**src/rtl/la_iopwrseq_pkg.sv**
```systemverilog
// Shared types and constants for the pad-ring power sequencer.
package la_iopwrseq_pkg;

  typedef enum logic [2:0] {
    ST_OFF      = 3'd0,
    ST_DEBOUNCE = 3'd1,
    ST_RING     = 3'd2,
    ST_HOLDREL  = 3'd3,
    ST_INEN     = 3'd4,
    ST_READY    = 3'd5,
    ST_SHUTDOWN = 3'd6
  } state_e;

  // Shutdown drop points, in units of STEPN cycles after SHUTDOWN entry:
  // ie drops at step 1, hld_n at step 2, enable_h (and return to OFF) at step 3.
  localparam int unsigned SD_IE_STEP  = 1;
  localparam int unsigned SD_HLD_STEP = 2;
  localparam int unsigned SD_EN_STEP  = 3;

endpackage

```
**src/rtl/la_iopwrseq_sync.sv**
```systemverilog
// Two-flop synchronizer for an asynchronous supply-good indication.
module la_iopwrseq_sync (
  input  logic clk,
  input  logic reset,
  input  logic d,
  output logic q
);

  logic meta;

  // Two-stage capture; both stages clear to 0 so a supply is "bad" until proven good.
  always_ff @(posedge clk) begin
    if (reset) begin
      meta <= 1'b0;
      q    <= 1'b0;
    end else begin
      meta <= d;
      q    <= meta;
    end
  end

endmodule

```
**src/rtl/la_iopwrseq.sv**
```systemverilog
// Power-on / power-down sequencer for the io pad ring enables.
//
// state       | meaning
// ------------+---------------------------------------------------------
// OFF         | all ring controls off, waiting for both supplies good
// DEBOUNCE    | supplies good, counting DEBN stable cycles
// RING        | enable_h on
// HOLDREL     | enable_h on, hold released (hld_n=1)
// INEN        | enable_h, hld_n and ie on
// READY       | everything on, core may drive outputs, pwr_good=1
// SHUTDOWN    | controls drop in reverse order, one every STEPN cycles
module la_iopwrseq
  import la_iopwrseq_pkg::*;
#(
  parameter int unsigned DEBN  = 16,
  parameter int unsigned STEPN = 32,
  parameter int unsigned CNTW  = 8
) (
  input  logic       clk,
  input  logic       reset,
  input  logic       vdd_ok,
  input  logic       vddio_ok,
  input  logic       req_off,
  output logic       enable_h,
  output logic       hld_n,
  output logic       ie,
  output logic       oe_ok,
  output logic       pwr_good,
  output logic [2:0] state
);

  localparam logic [CNTW-1:0] DEB_LAST  = CNTW'(DEBN - 1);
  localparam logic [CNTW-1:0] STEP_LAST = CNTW'(STEPN - 1);
  localparam logic [CNTW-1:0] SD_IE     = CNTW'(SD_IE_STEP * STEPN);
  localparam logic [CNTW-1:0] SD_HLD    = CNTW'(SD_HLD_STEP * STEPN);
  localparam logic [CNTW-1:0] SD_LAST   = CNTW'(SD_EN_STEP * STEPN - 1);
  localparam logic [CNTW-1:0] CNT_MAX   = '1;

  logic            vdd_s, vddio_s, sup_ok;
  state_e          state_q, state_d;
  logic [CNTW-1:0] cnt_q, cnt_d, cnt_inc;
  logic            en_d, hld_d, ie_d, oe_d, pg_d;

  la_iopwrseq_sync u_sync_vdd (
    .clk   (clk),
    .reset (reset),
    .d     (vdd_ok),
    .q     (vdd_s)
  );

  la_iopwrseq_sync u_sync_vddio (
    .clk   (clk),
    .reset (reset),
    .d     (vddio_ok),
    .q     (vddio_s)
  );

  assign sup_ok  = vdd_s & vddio_s;
  assign cnt_inc = (cnt_q == CNT_MAX) ? cnt_q : cnt_q + 1'b1;

  // Next state and counter; the counter clears on every state change except a
  // mid-ramp supply loss, which enters SHUTDOWN at the drop point matching the
  // controls already on so nothing rises during shutdown.
  always_comb begin
    state_d = state_q;
    cnt_d   = '0;
    case (state_q)
      ST_OFF: begin
        if (sup_ok && !req_off) state_d = ST_DEBOUNCE;
      end
      ST_DEBOUNCE: begin
        if (!sup_ok)                state_d = ST_OFF;
        else if (cnt_q == DEB_LAST) state_d = ST_RING;
        else                        cnt_d   = cnt_inc;
      end
      ST_RING: begin
        if (!sup_ok) begin
          state_d = ST_SHUTDOWN;
          cnt_d   = SD_HLD;
        end else if (cnt_q == STEP_LAST) begin
          state_d = ST_HOLDREL;
        end else begin
          cnt_d   = cnt_inc;
        end
      end
      ST_HOLDREL: begin
        if (!sup_ok) begin
          state_d = ST_SHUTDOWN;
          cnt_d   = SD_IE;
        end else if (cnt_q == STEP_LAST) begin
          state_d = ST_INEN;
        end else begin
          cnt_d   = cnt_inc;
        end
      end
      ST_INEN: begin
        if (!sup_ok)                 state_d = ST_SHUTDOWN;
        else if (cnt_q == STEP_LAST) state_d = ST_READY;
        else                         cnt_d   = cnt_inc;
      end
      ST_READY: begin
        if (req_off || !sup_ok) state_d = ST_SHUTDOWN;
      end
      ST_SHUTDOWN: begin
        if (cnt_q == SD_LAST) state_d = ST_OFF;
        else                  cnt_d   = cnt_inc;
      end
      default: state_d = ST_OFF;
    endcase
  end

  // Output decode from the next state so outputs move with the state register.
  always_comb begin
    en_d  = 1'b0;
    hld_d = 1'b0;
    ie_d  = 1'b0;
    oe_d  = 1'b0;
    pg_d  = 1'b0;
    case (state_d)
      ST_RING: begin
        en_d  = 1'b1;
      end
      ST_HOLDREL: begin
        en_d  = 1'b1;
        hld_d = 1'b1;
      end
      ST_INEN: begin
        en_d  = 1'b1;
        hld_d = 1'b1;
        ie_d  = 1'b1;
      end
      ST_READY: begin
        en_d  = 1'b1;
        hld_d = 1'b1;
        ie_d  = 1'b1;
        oe_d  = 1'b1;
        pg_d  = 1'b1;
      end
      ST_SHUTDOWN: begin
        en_d  = 1'b1;
        hld_d = (cnt_d < SD_HLD);
        ie_d  = (cnt_d < SD_IE);
      end
      default: ;
    endcase
  end

  // State, counter and registered outputs.
  always_ff @(posedge clk) begin
    if (reset) begin
      state_q  <= ST_OFF;
      cnt_q    <= '0;
      enable_h <= 1'b0;
      hld_n    <= 1'b0;
      ie       <= 1'b0;
      oe_ok    <= 1'b0;
      pwr_good <= 1'b0;
    end else begin
      state_q  <= state_d;
      cnt_q    <= cnt_d;
      enable_h <= en_d;
      hld_n    <= hld_d;
      ie       <= ie_d;
      oe_ok    <= oe_d;
      pwr_good <= pg_d;
    end
  end

  assign state = state_q;

endmodule
```
**config.mk**
```make
export PLATFORM = sky130hd
export DESIGN_NAME = la_iopwrseq
export DESIGN_NICKNAME = d
export VERILOG_FILES = /design/src/rtl/la_iopwrseq_pkg.sv /design/src/rtl/la_iopwrseq_sync.sv /design/src/rtl/la_iopwrseq.sv
export SDC_FILE = /design/constraint.sdc
export NUM_CORES = 1
export LEC_CHECK = 0
export BUFFER_PORTS_ARGS = -buffer_cell sky130_fd_sc_hd__buf_2
export CAP_MARGIN = 30
export CORE_ASPECT_RATIO = 1.1
export CORE_UTILIZATION = 51
export CTS_CLUSTER_DIAMETER = 150
export DETAILED_ROUTE_END_ITERATION = 12
export GPL_TIMING_DRIVEN = 0
export HOLD_SLACK_MARGIN = 0.05
export PLACE_DENSITY = 0.72
export SLEW_MARGIN = 20
export SYNTH_ARGS = -nofsm -noshare
export SYNTH_HDL_FRONTEND = slang
export SYNTH_SLANG_ARGS = --single-unit
```
**constraint.sdc**
```tcl
create_clock -name clk -period 2.01 [get_ports clk]
set_clock_uncertainty 0.1 [all_clocks]
set_input_delay 0.1005 -clock clk [delete_from_list [all_inputs] [get_ports clk]]
set_output_delay 0.1005 -clock clk [all_outputs]
set_load 0.02 [all_outputs]
```
==> impl_metrics.csv, run 1 <==
group,metric,value,unit
worst_setup_path,crit_path_start_kind,"register",
logic_synthesis,synth_cells,142,
worst_setup_path,crit_slowest_cell,"dfxtp_4",
die,rows,17,
clock_tree,clk_latency,0.30,ns
logic_synthesis,yosys.area_share.simple,32.87,%
finish,seqCellArea,392.9,sq um
logic_synthesis,synth.yosys.seq_area_share,32.76,%
finish,final_common_cell,"buf_4",
worst_setup_path,cp-end-kind,"register",
logic_synthesis,synth_top_family_by_area,"simple AND/OR/NAND/NOR gates",
route,drc_errors,0,
die,core,2085,sq um
die,dieArea,2472,sq um
worst_setup_path,cpPeakStageDelay,0.38,ns
worst_setup_path,crit_chain,"ha_4 > nand3_4 > nor4_4 > buf_4 > a21oi_1 > o311ai_1 > nor4bb_2 > o21a_1",
logic_synthesis,syn_avg_cell_area,8.177,sq um
finish,multi_input_area,784.5,sq um
placement,place.gp.congestion,0.8752,
placement,numPortBuffers,12,
power,power.density,775.2,nW/um^2
clock_tree,cts_htree_levels,1,
finish,area_growth,30.60,%
run_status,violations,"setup timing",
worst_hold_path,whs_endpoint,"pwr_good",
logic_synthesis,netlist.area_leader.share,32.76,%
route,drt-wirelength-per-cell,15.24,microns
logic_synthesis,synthMuxAreaShare,2.586,%
sta,report.final.setup_viol,2,
placement,post-dp-hpwl,1964,microns
die,floorplan.initialDensity,55.70,%
global_routing,grt-ovfl-total,0,
worst_setup_path,crit_type,"reg -> reg",
worst_hold_path,hold_start,"req_off",
global_routing,grt_pass1_vias,1035,
placement,dp.cells,182,
finish,fin_cells,203,
sta,rsz0062_at_grt,"yes",
route,antenna_left,0,
clock_tree,clock-sinks,19,
logic_synthesis,synthesis.nets,148,
worst_setup_path,r2r_setup_slack,-0.05,ns
logic_synthesis,synth_seq_cells,19,
worst_setup_path,cp.arrival,2.17,ns
run,maxCapViolCount,0,
sta,hold_viol,0,
clock_tree,clkTransAtPathRegs,0.11,ns
worst_setup_path,r2r-end,"ie",
logic_synthesis,synthesis.area,1161,sq um
logic_synthesis,synth.area.top_cells,"dfxtp_1 (33%), nor2_1 (4.8%), nor2b_1 (4.3%)",
route,drt-initial-drc-count,40,
worst_setup_path,crit_buf_inv,1,
power,ir_drop,0.8770,mV
finish,n_antenna_cell,0,
finish,fill_cells,169,
logic_synthesis,synth-compound-area-share,24.57,%
logic_synthesis,synth_xor_area_share,0.7543,%
placement,post-place-ws,-0.3518,ns
logic_synthesis,synthAdderAreaFrac,1.078,%
global_routing,antenna_found_initial,0,
sta,worst_pin_slew,0.3907,ns
worst_setup_path,crit-reg2reg-launch,"cnt_q[0]",
worst_setup_path,worstPathMaxFanout,8,
route,via_per_inst,5.936,
clock_tree,clk_path_buf_depth,2,
worst_setup_path,reg2reg_depth,8,
sta,fin_ws,-0.04976,ns
logic_synthesis,synth_edf_count,0,
logic_synthesis,ys_warn_count,0,
die,die_width,47.50,microns
sta,finalCritPeriodShare,102.5,%
logic_synthesis,synthFlopType,"dfxtp_1",
finish,layout_common_cells,"buf_4 (16), nor2_1 (15), dfxtp_1 (15), buf_2 (12), nor2b_1 (8)",
logic_synthesis,ys_types,49,
worst_setup_path,crit_family,"compound AO/OA/AOI/OAI gates",
run_status,outcome,"finished, violations left",
die,pin_count,13,
worst_setup_path,required,2.12,ns
clock_tree,cts_tree,"yes",
route,dr_total_vias,1205,
global_routing,grt_pass1_wl,4498,microns
finish,nNetsFinal,182,
global_routing,grt_max_degree,12,
logic_synthesis,synth_area_leader_cell,"dfxtp_1",
logic_synthesis,async_flop_share,0,%
route,dr.pass1.iters,4,
finish,drive_above_1_share,34.86,%
clock_tree,cts_buffers,3,
worst_hold_path,min_path_type,"in -> reg",
clock_tree,root_buffer,"clkbuf_4",
worst_hold_path,hold_depth,6,
route,postRouteWirelength,3094,microns
sta,relSlewSlack,73.55,%
sta,fin_crit,2.060,ns
sta,slew_violations,0,
power,power.leakage,0.5824,nW
die,die_h,52.05,microns
sta,max_freq,0.4855,GHz
global_routing,grt_usage,25.19,%
## worst max path at each step
stage / start / to / slack (ns) / depth (start not counted)
after floorplan: cnt_q[0] / hld_n / 0.01 / 7
after global placement: cnt_q[0] / ie / -0.30 / 7
after detailed placement: cnt_q[0] / ie / -0.35 / 7
after CTS: cnt_q[5] / ie / -0.06 / 7
after global routing: cnt_q[0] / ie / -0.13 / 7
final: cnt_q[0] / ie / -0.05 / 8
## synthesized netlist by cell type (2+ instances only)
master	number
a21oi_1	7
a211oi_1	2
nor3_1	8
mux2i_1	3
o21ai_0	7
and2_1	2
clkbuf_1	5
buf_4	2
nand4_1	2
nand2b_1	3
and4_1	2
nand2_1	7
nor2b_1	8
and3_1	4
nor2_1	15
a31oi_1	3
or2_2	2
o22ai_1	2
a31o_2	3
buf_2	2
or2_1	2
nand3b_1	3
inv_1	2
o211ai_1	3
dfxtp_1	19
## cell type report
type | instances | area share, %
multi-input cells | 111 | 51.73
clock buffers | 3 | 1.485
well taps | 28 | 2.310
plain buffers | 8 | 3.548
clock inverters | 1 | 0.3300
inverters | 2 | 0.4951
flip-flops and latches | 19 | 25.91
repair buffers | 31 | 14.19
## power by group
group | switching, mW | total [mW] | internal [mW] | leakage [nW]
Clock | 0.119 | 0.193 | 0.0742 | 0.0177
Sequential | 0.0290 | 0.449 | 0.420 | 0.158
Combinational | 0.309 | 0.534 | 0.225 | 0.406
## stage by stage
step | setup TNS [ns] | power (mW) | area (sq um) | hold slack [ns] | util (%)
5_1_grt | -0.3091 | 1.228 | 1516 | 0.3549 | 72.75
4_1_cts | -0.05690 | 1.114 | 1451 | 0.3102 | 69.63
6_report | -0.09033 | 1.176 | 1516 | 0.3356 | 72.75
2_1_floorplan | 0 | 0.7833 | 1170 | 0.1287 | -
3_5_place_dp | -2.606 | 0.8899 | 1265 | 0.2279 | 60.68
3_3_place_gp | -1.906 | 0.8827 | 1265 | 0.2165 | 60.68
## logic make-up (layout without fill, tap and decap cells)
family                     after synthesis  count (layout)
AOI/OAI and AO/OA                       39              39
xor gates and xnor gates                 1               1
adders and majority gates                1               1
buffers and inverters                   12              45
DFF                                     19              19
muxes                                    3               3
and+or+nand+nor                         67              67
## worst min-delay path: cells and delay by family
kind / cells / cell delay, ns
buffers and inverters: 1 / 0.09
AND/OR/NAND/NOR: 3 / 0.35
AO/OA/AOI/OAI: 2 / 0.17
## flip-flops by register name, indices dropped and copies added, names as in the netlist
register,cells
u_sync_vdd.q,1
hld_n,1
u_sync_vddio.meta,1
u_sync_vddio.q,1
ie,1
cnt_q,8
enable_h,1
u_sync_vdd.meta,1
state,3
pwr_good,1
## routing by layer
metal | global-route usage [%] | routed length, microns | up-vias
met1 | 33.05 | 1425 | 581
met5 | 0 | 0 | -
met3 | 3.125 | 120 | 6
li1 | - | - | 586
met2 | 40.64 | 1510 | 32
met4 | 10.00 | 38 | 0
## timing repair
item                       CTS  global route
hold buffers                 5             0
gates resized for setup     17             7
hold endpoints to repair     7             0
pin swaps                    6             5
buffers inserted             9             6
setup endpoints to repair   14             6
No activity file was read; power rests on OpenSTA's default activity.
==> inputs of run 2 (changes only) <==
- SETUP_SLACK_MARGIN: not set -> 0.15
==> impl_metrics.csv, run 2 (synthesis gave the netlist of run 1 again) <==
group,metric,value,unit
power,power.density,757.1,nW/um^2
finish,multi_input_area,835.8,sq um
worst_setup_path,r2r-end,"ie",
worst_hold_path,hold_start,"req_off",
clock_tree,clkTransAtPathRegs,0.10,ns
die,pin_count,13,
finish,regMostFlops,"cnt_q",
worst_setup_path,cp.arrival,2.20,ns
finish,fin_cells,203,
placement,dp.cells,182,
sta,fin_ws,-0.05095,ns
route,antenna_left,0,
finish,nNetsFinal,182,
clock_tree,clock-sinks,19,
global_routing,grt-ovfl-total,0,
worst_setup_path,crit_end,"ie",
global_routing,grt_pass1_vias,1050,
sta,rsz0062_at_grt,"yes",
run_status,violations,"setup timing",
route,drc_errors,0,
finish,n_antenna_cell,0,
power,ir_drop,0.7255,mV
global_routing,grt_max_degree,11,
sta,finalCritPeriodShare,102.5,%
sta,hold_viol,0,
clock_tree,root_buffer,"clkbuf_4",
finish,seqCellArea,399.1,sq um
sta,relSlewSlack,73.91,%
run_status,outcome,"finished, violations left",
sta,slew_violations,0,
finish,layout_common_cells,"buf_4 (15), dfxtp_1 (12), buf_2 (12), nor2_1 (11), nor2b_1 (8)",
die,floorplan.initialDensity,55.70,%
worst_setup_path,crit_type,"reg -> reg",
placement,numPortBuffers,12,
route,via_per_inst,6.054,
finish,drive_above_1_share,43.43,%
placement,post-dp-hpwl,1884,microns
route,drt-initial-drc-count,49,
sta,max_freq,0.4852,GHz
worst_setup_path,crit-reg2reg-launch,"cnt_q[7]",
worst_setup_path,cp-end-kind,"register",
run,maxCapViolCount,0,
finish,final_common_cell,"buf_4",
worst_hold_path,min_path_type,"in -> reg",
route,dr.pass1.iters,4,
finish,fill_cells,168,
sta,setup_tns,-0.05428,ns
route,drt-wirelength-per-cell,15.76,microns
die,die_h,52.05,microns
sta,fin_crit,2.061,ns
worst_setup_path,required,2.15,ns
clock_tree,clk_path_buf_depth,2,
worst_setup_path,reg2reg_depth,7,
global_routing,grt_pass1_wl,4540,microns
die,core,2085,sq um
route,postRouteWirelength,3200,microns
clock_tree,cts_tree,"yes",
placement,place.gp.congestion,0.9029,
die,dieArea,2472,sq um
worst_setup_path,startpoint,"cnt_q[7]",
finish,area_growth,35.99,%
power,power.leakage,0.6025,nW
worst_setup_path,worstPathMaxFanout,6,
sta,worst_pin_slew,0.3871,ns
route,dr_total_vias,1229,
worst_setup_path,crit_path_start_kind,"register",
worst_setup_path,r2r_setup_slack,-0.05,ns
placement,post-place-ws,-0.08998,ns
sta,report.final.setup_viol,2,
global_routing,antenna_found_initial,0,
clock_tree,clk_latency,0.28,ns
global_routing,grt_usage,25.87,%
die,die_width,47.50,microns
clock_tree,cts_buffers,3,
die,rows,17,
worst_hold_path,hold_depth,6,
clock_tree,cts_htree_levels,1,
finish,largest_reg_flops,8,
-- run 2: per-layer routing --
layer / up-vias / share of wire (%) / track usage (%)
met1: 601 / 45 / 33.91
met5: - / 0 / 0
li1: 585 / - / -
met2: 35 / 50 / 43.38
met4: 0 / 2.0 / 10.00
met3: 8 / 2.8 / 1.042
-- run 2: power by group --
part / leakage (nW) / total [mW] / switching, mW / internal, mW
clock: 0.0150 / 0.183 / 0.106 / 0.0770
combinational: 0.428 / 0.560 / 0.320 / 0.241
sequential: 0.160 / 0.452 / 0.0313 / 0.421
-- run 2: worst max-delay path, cell delays in order, from the launching register on --
cell,delay (ns)
dfxtp_4,0.37
or2_1,0.22
buf_6,0.14
nor4_4,0.22
mux2i_1,0.35
o311ai_2,0.18
nor4bb_2,0.31
o21a_1,0.14
-- run 2: repair_timing --
item,4_1_cts,5_1_grt
endpoints found under the hold margin,4,0
setup endpoints to repair,13,14
hold buffers,3,0
gates resized for setup,25,15
buffers inserted,10,4
pin swaps,14,4
-- run 2: stage by stage --
stage          instance area (sq um)  hold WS (ns)  total power [mW]  utilization (%)
2_1_floorplan                   1194        0.1287            0.7878                -
3_3_place_gp                    1289        0.2151            0.8863            61.82
3_5_place_dp                    1289        0.2177            0.8916            61.82
4_1_cts                         1484        0.2513             1.123            71.19
5_1_grt                         1579        0.3158             1.253            75.75
6_report                        1579        0.2838             1.195            75.75
-- run 2: worst min-delay path by stage --
stage                        end  slack [ns]
2_1_floorplan    u_sync_vdd.meta        0.13
3_3_place_gp     u_sync_vdd.meta        0.22
3_5_place_dp   u_sync_vddio.meta        0.22
4_1_cts                 state[1]        0.25
5_1_grt                 state[1]        0.32
6_report                state[1]        0.28
-- run 2: cell type report --
type / count / share of cell area [%]
Buffer: 10 / 4.834
Clock buffer: 4 / 1.664
Inverter: 2 / 0.4754
Multi-Input combinational cell: 111 / 52.93
Sequential cell: 19 / 25.28
Tap cell: 28 / 2.219
Timing Repair Buffer: 29 / 12.60
==> inputs of run 3 (changes only) <==
- CORE_UTILIZATION: 51 -> 54
- CTS_BUF_LIST: not set -> sky130_fd_sc_hd__clkbuf_4
- PLACE_DENSITY: 0.72 -> 0.75
==> impl_metrics.csv, run 3 (synthesis gave the netlist of run 1 again) <==
group,metric,value,unit
worst_hold_path,hold_depth,6,
worst_setup_path,worstPathMaxFanout,5,
global_routing,busiest_layer,"met2",
route,drt-initial-drc-count,35,
power,report.power.total,1.130,mW
die,die_width,46.21,microns
die,dieArea,2340,sq um
sta,finalCritPeriodShare,103.2,%
placement,post-dp-hpwl,1879,microns
worst_setup_path,cp.arrival,2.21,ns
placement,post-place-ws,-0.1410,ns
finish,regMostFlops,"cnt_q",
finish,layout_common_cells,"buf_2 (14), dfxtp_1 (13), buf_4 (11), nor2_1 (11)",
clock_tree,clkTransAtPathRegs,0.11,ns
worst_setup_path,cpPeakStageDelay,0.38,ns
worst_setup_path,crit_type,"reg -> reg",
sta,whs,0.2741,ns
die,rows,17,
power,ir_drop,0.6157,mV
global_routing,grt_util_met1,35.04,%
worst_hold_path,min_path_type,"in -> reg",
clock_tree,cts_tree,"yes",
route,drc_errors,0,
sta,rsz0062_at_grt,"yes",
finish,nNetsFinal,182,
clock_tree,cts_htree_levels,1,
finish,final_util,78.27,%
global_routing,grt_max_degree,12,
clock_tree,clk_latency,0.29,ns
run_status,outcome,"finished, violations left",
worst_hold_path,hold_start,"req_off",
finish,final_common_cell,"buf_2",
worst_setup_path,r2r_setup_slack,-0.06,ns
die,core,2021,sq um
worst_setup_path,crit_chain,"or2_1 > buf_6 > nor3_1 > o221ai_1 > o221ai_2 > nor4bb_2 > o21a_1",
global_routing,met3_usage,1.079,%
worst_setup_path,crit_buf_inv,1,
run,maxCapViolCount,0,
worst_setup_path,crit_path_start_kind,"register",
clock_tree,root_buffer,"clkbuf_4",
worst_setup_path,cp-end-kind,"register",
sta,fin_ws,-0.06408,ns
clock_tree,clk_path_buf_depth,2,
worst_setup_path,crit_family,"simple AND/OR/NAND/NOR gates",
run_status,violations,"setup timing",
finish,drive_above_1_share,42.29,%
route,antenna_left,0,
sta,hold_viol,0,
die,pin_count,13,
worst_setup_path,crit_slowest_cell,"nor4bb_2",
sta,worst_pin_slew,0.3799,ns
clock_tree,clock-sinks,19,
global_routing,grt_pass1_vias,1056,
clock_tree,cts_buffers,3,
worst_hold_path,whs_endpoint,"state[1]",
die,die_h,50.64,microns
worst_setup_path,crit-reg2reg-launch,"cnt_q[7]",
route,dr_total_vias,1178,
worst_setup_path,r2r-end,"ie",
placement,numPortBuffers,12,
power,power.density,714.6,nW/um^2
sta,fin_crit,2.074,ns
sta,max_freq,0.4821,GHz
global_routing,antenna_found_initial,0,
finish,area_growth,36.21,%
sta,report.final.setup_viol,2,
sta,slew_violations,0,
sta,setup_tns,-0.07963,ns
worst_setup_path,reg2reg_depth,7,
route,via_per_inst,5.803,
global_routing,grt_use_met2,45.07,%
placement,place.gp.congestion,0.8817,
route,postRouteWirelength,2992,microns
power,power.leakage,0.6058,nW
worst_setup_path,cp.depth,7,
worst_setup_path,required,2.15,ns
global_routing,grt_usage,26.38,%
finish,largest_reg_flops,8,
finish,n_antenna_cell,0,
route,dr.pass1.iters,4,
die,floorplan.initialDensity,57.46,%
sta,relSlewSlack,74.48,%
global_routing,grt_pass1_wl,4588,microns
route,drt-wirelength-per-cell,14.74,microns
global_routing,grt-ovfl-total,0,
## run 3: cell count changes in the layout (fill, tap and decap cells not counted), moves of 2 or more
cell,previous run,this run
buf_2,12,14
clkbuf_2,4,2
buf_6,4,8
buf_4,15,11
## run 3: area by class of cell
type,instances,area [sq um]
clock buffers,3,22.52
fillers,135,439.2
repair buffers,29,217.7
multi-input cells,111,823.3
inverters,2,7.507
flip-flops and latches,19,397.9
well taps,28,35.03
plain buffers,10,72.57
clock inverters,1,5.005
## run 3: repair_timing
item,in CTS,in global routing
hold buffers,3,0
resized for setup,19,27
endpoints found under the hold margin,5,0
setup buffers,9,5
pin swaps,17,9
endpoints found under the setup margin,14,14
gates cloned,0,0
## run 3: worst max path at each step
stage	end	slack, ns	start
floorplan	ie	0.13	state[1]
global placement	ie	-0.12	cnt_q[4]
detailed placement	hld_n	-0.14	cnt_q[5]
CTS	ie	-0.12	cnt_q[7]
global route	ie	-0.13	cnt_q[0]
finish	ie	-0.06	cnt_q[7]
## run 3: where the power goes
group	switching (mW)	internal, mW	total [mW]
clock network	0.111	0.0738	0.184
registers	0.0285	0.420	0.449
logic	0.292	0.205	0.497
## run 3: worst min-delay path, delay by kind of cell
| kind | cells | cell delay, ns |
|---|---|---|
| compound gates | 2 | 0.19 |
| buf+inv | 1 | 0.09 |
| simple gates | 3 | 0.24 |
## run 3: routing by layer
layer	part of all wire [%]	wire [microns]	vias up
li1	-	-	586
met1	44	1323	561
met2	52	1563	27
met3	2.8	83	4
met4	0.74	22	0
met5	0	0	-
## run 3: stage by stage
step	instances	cell area, sq um
final	203	1582
after detailed placement	182	1289
after global routing	203	1582
after CTS	198	1475
after global placement	182	1289
after floorplan	142	1194
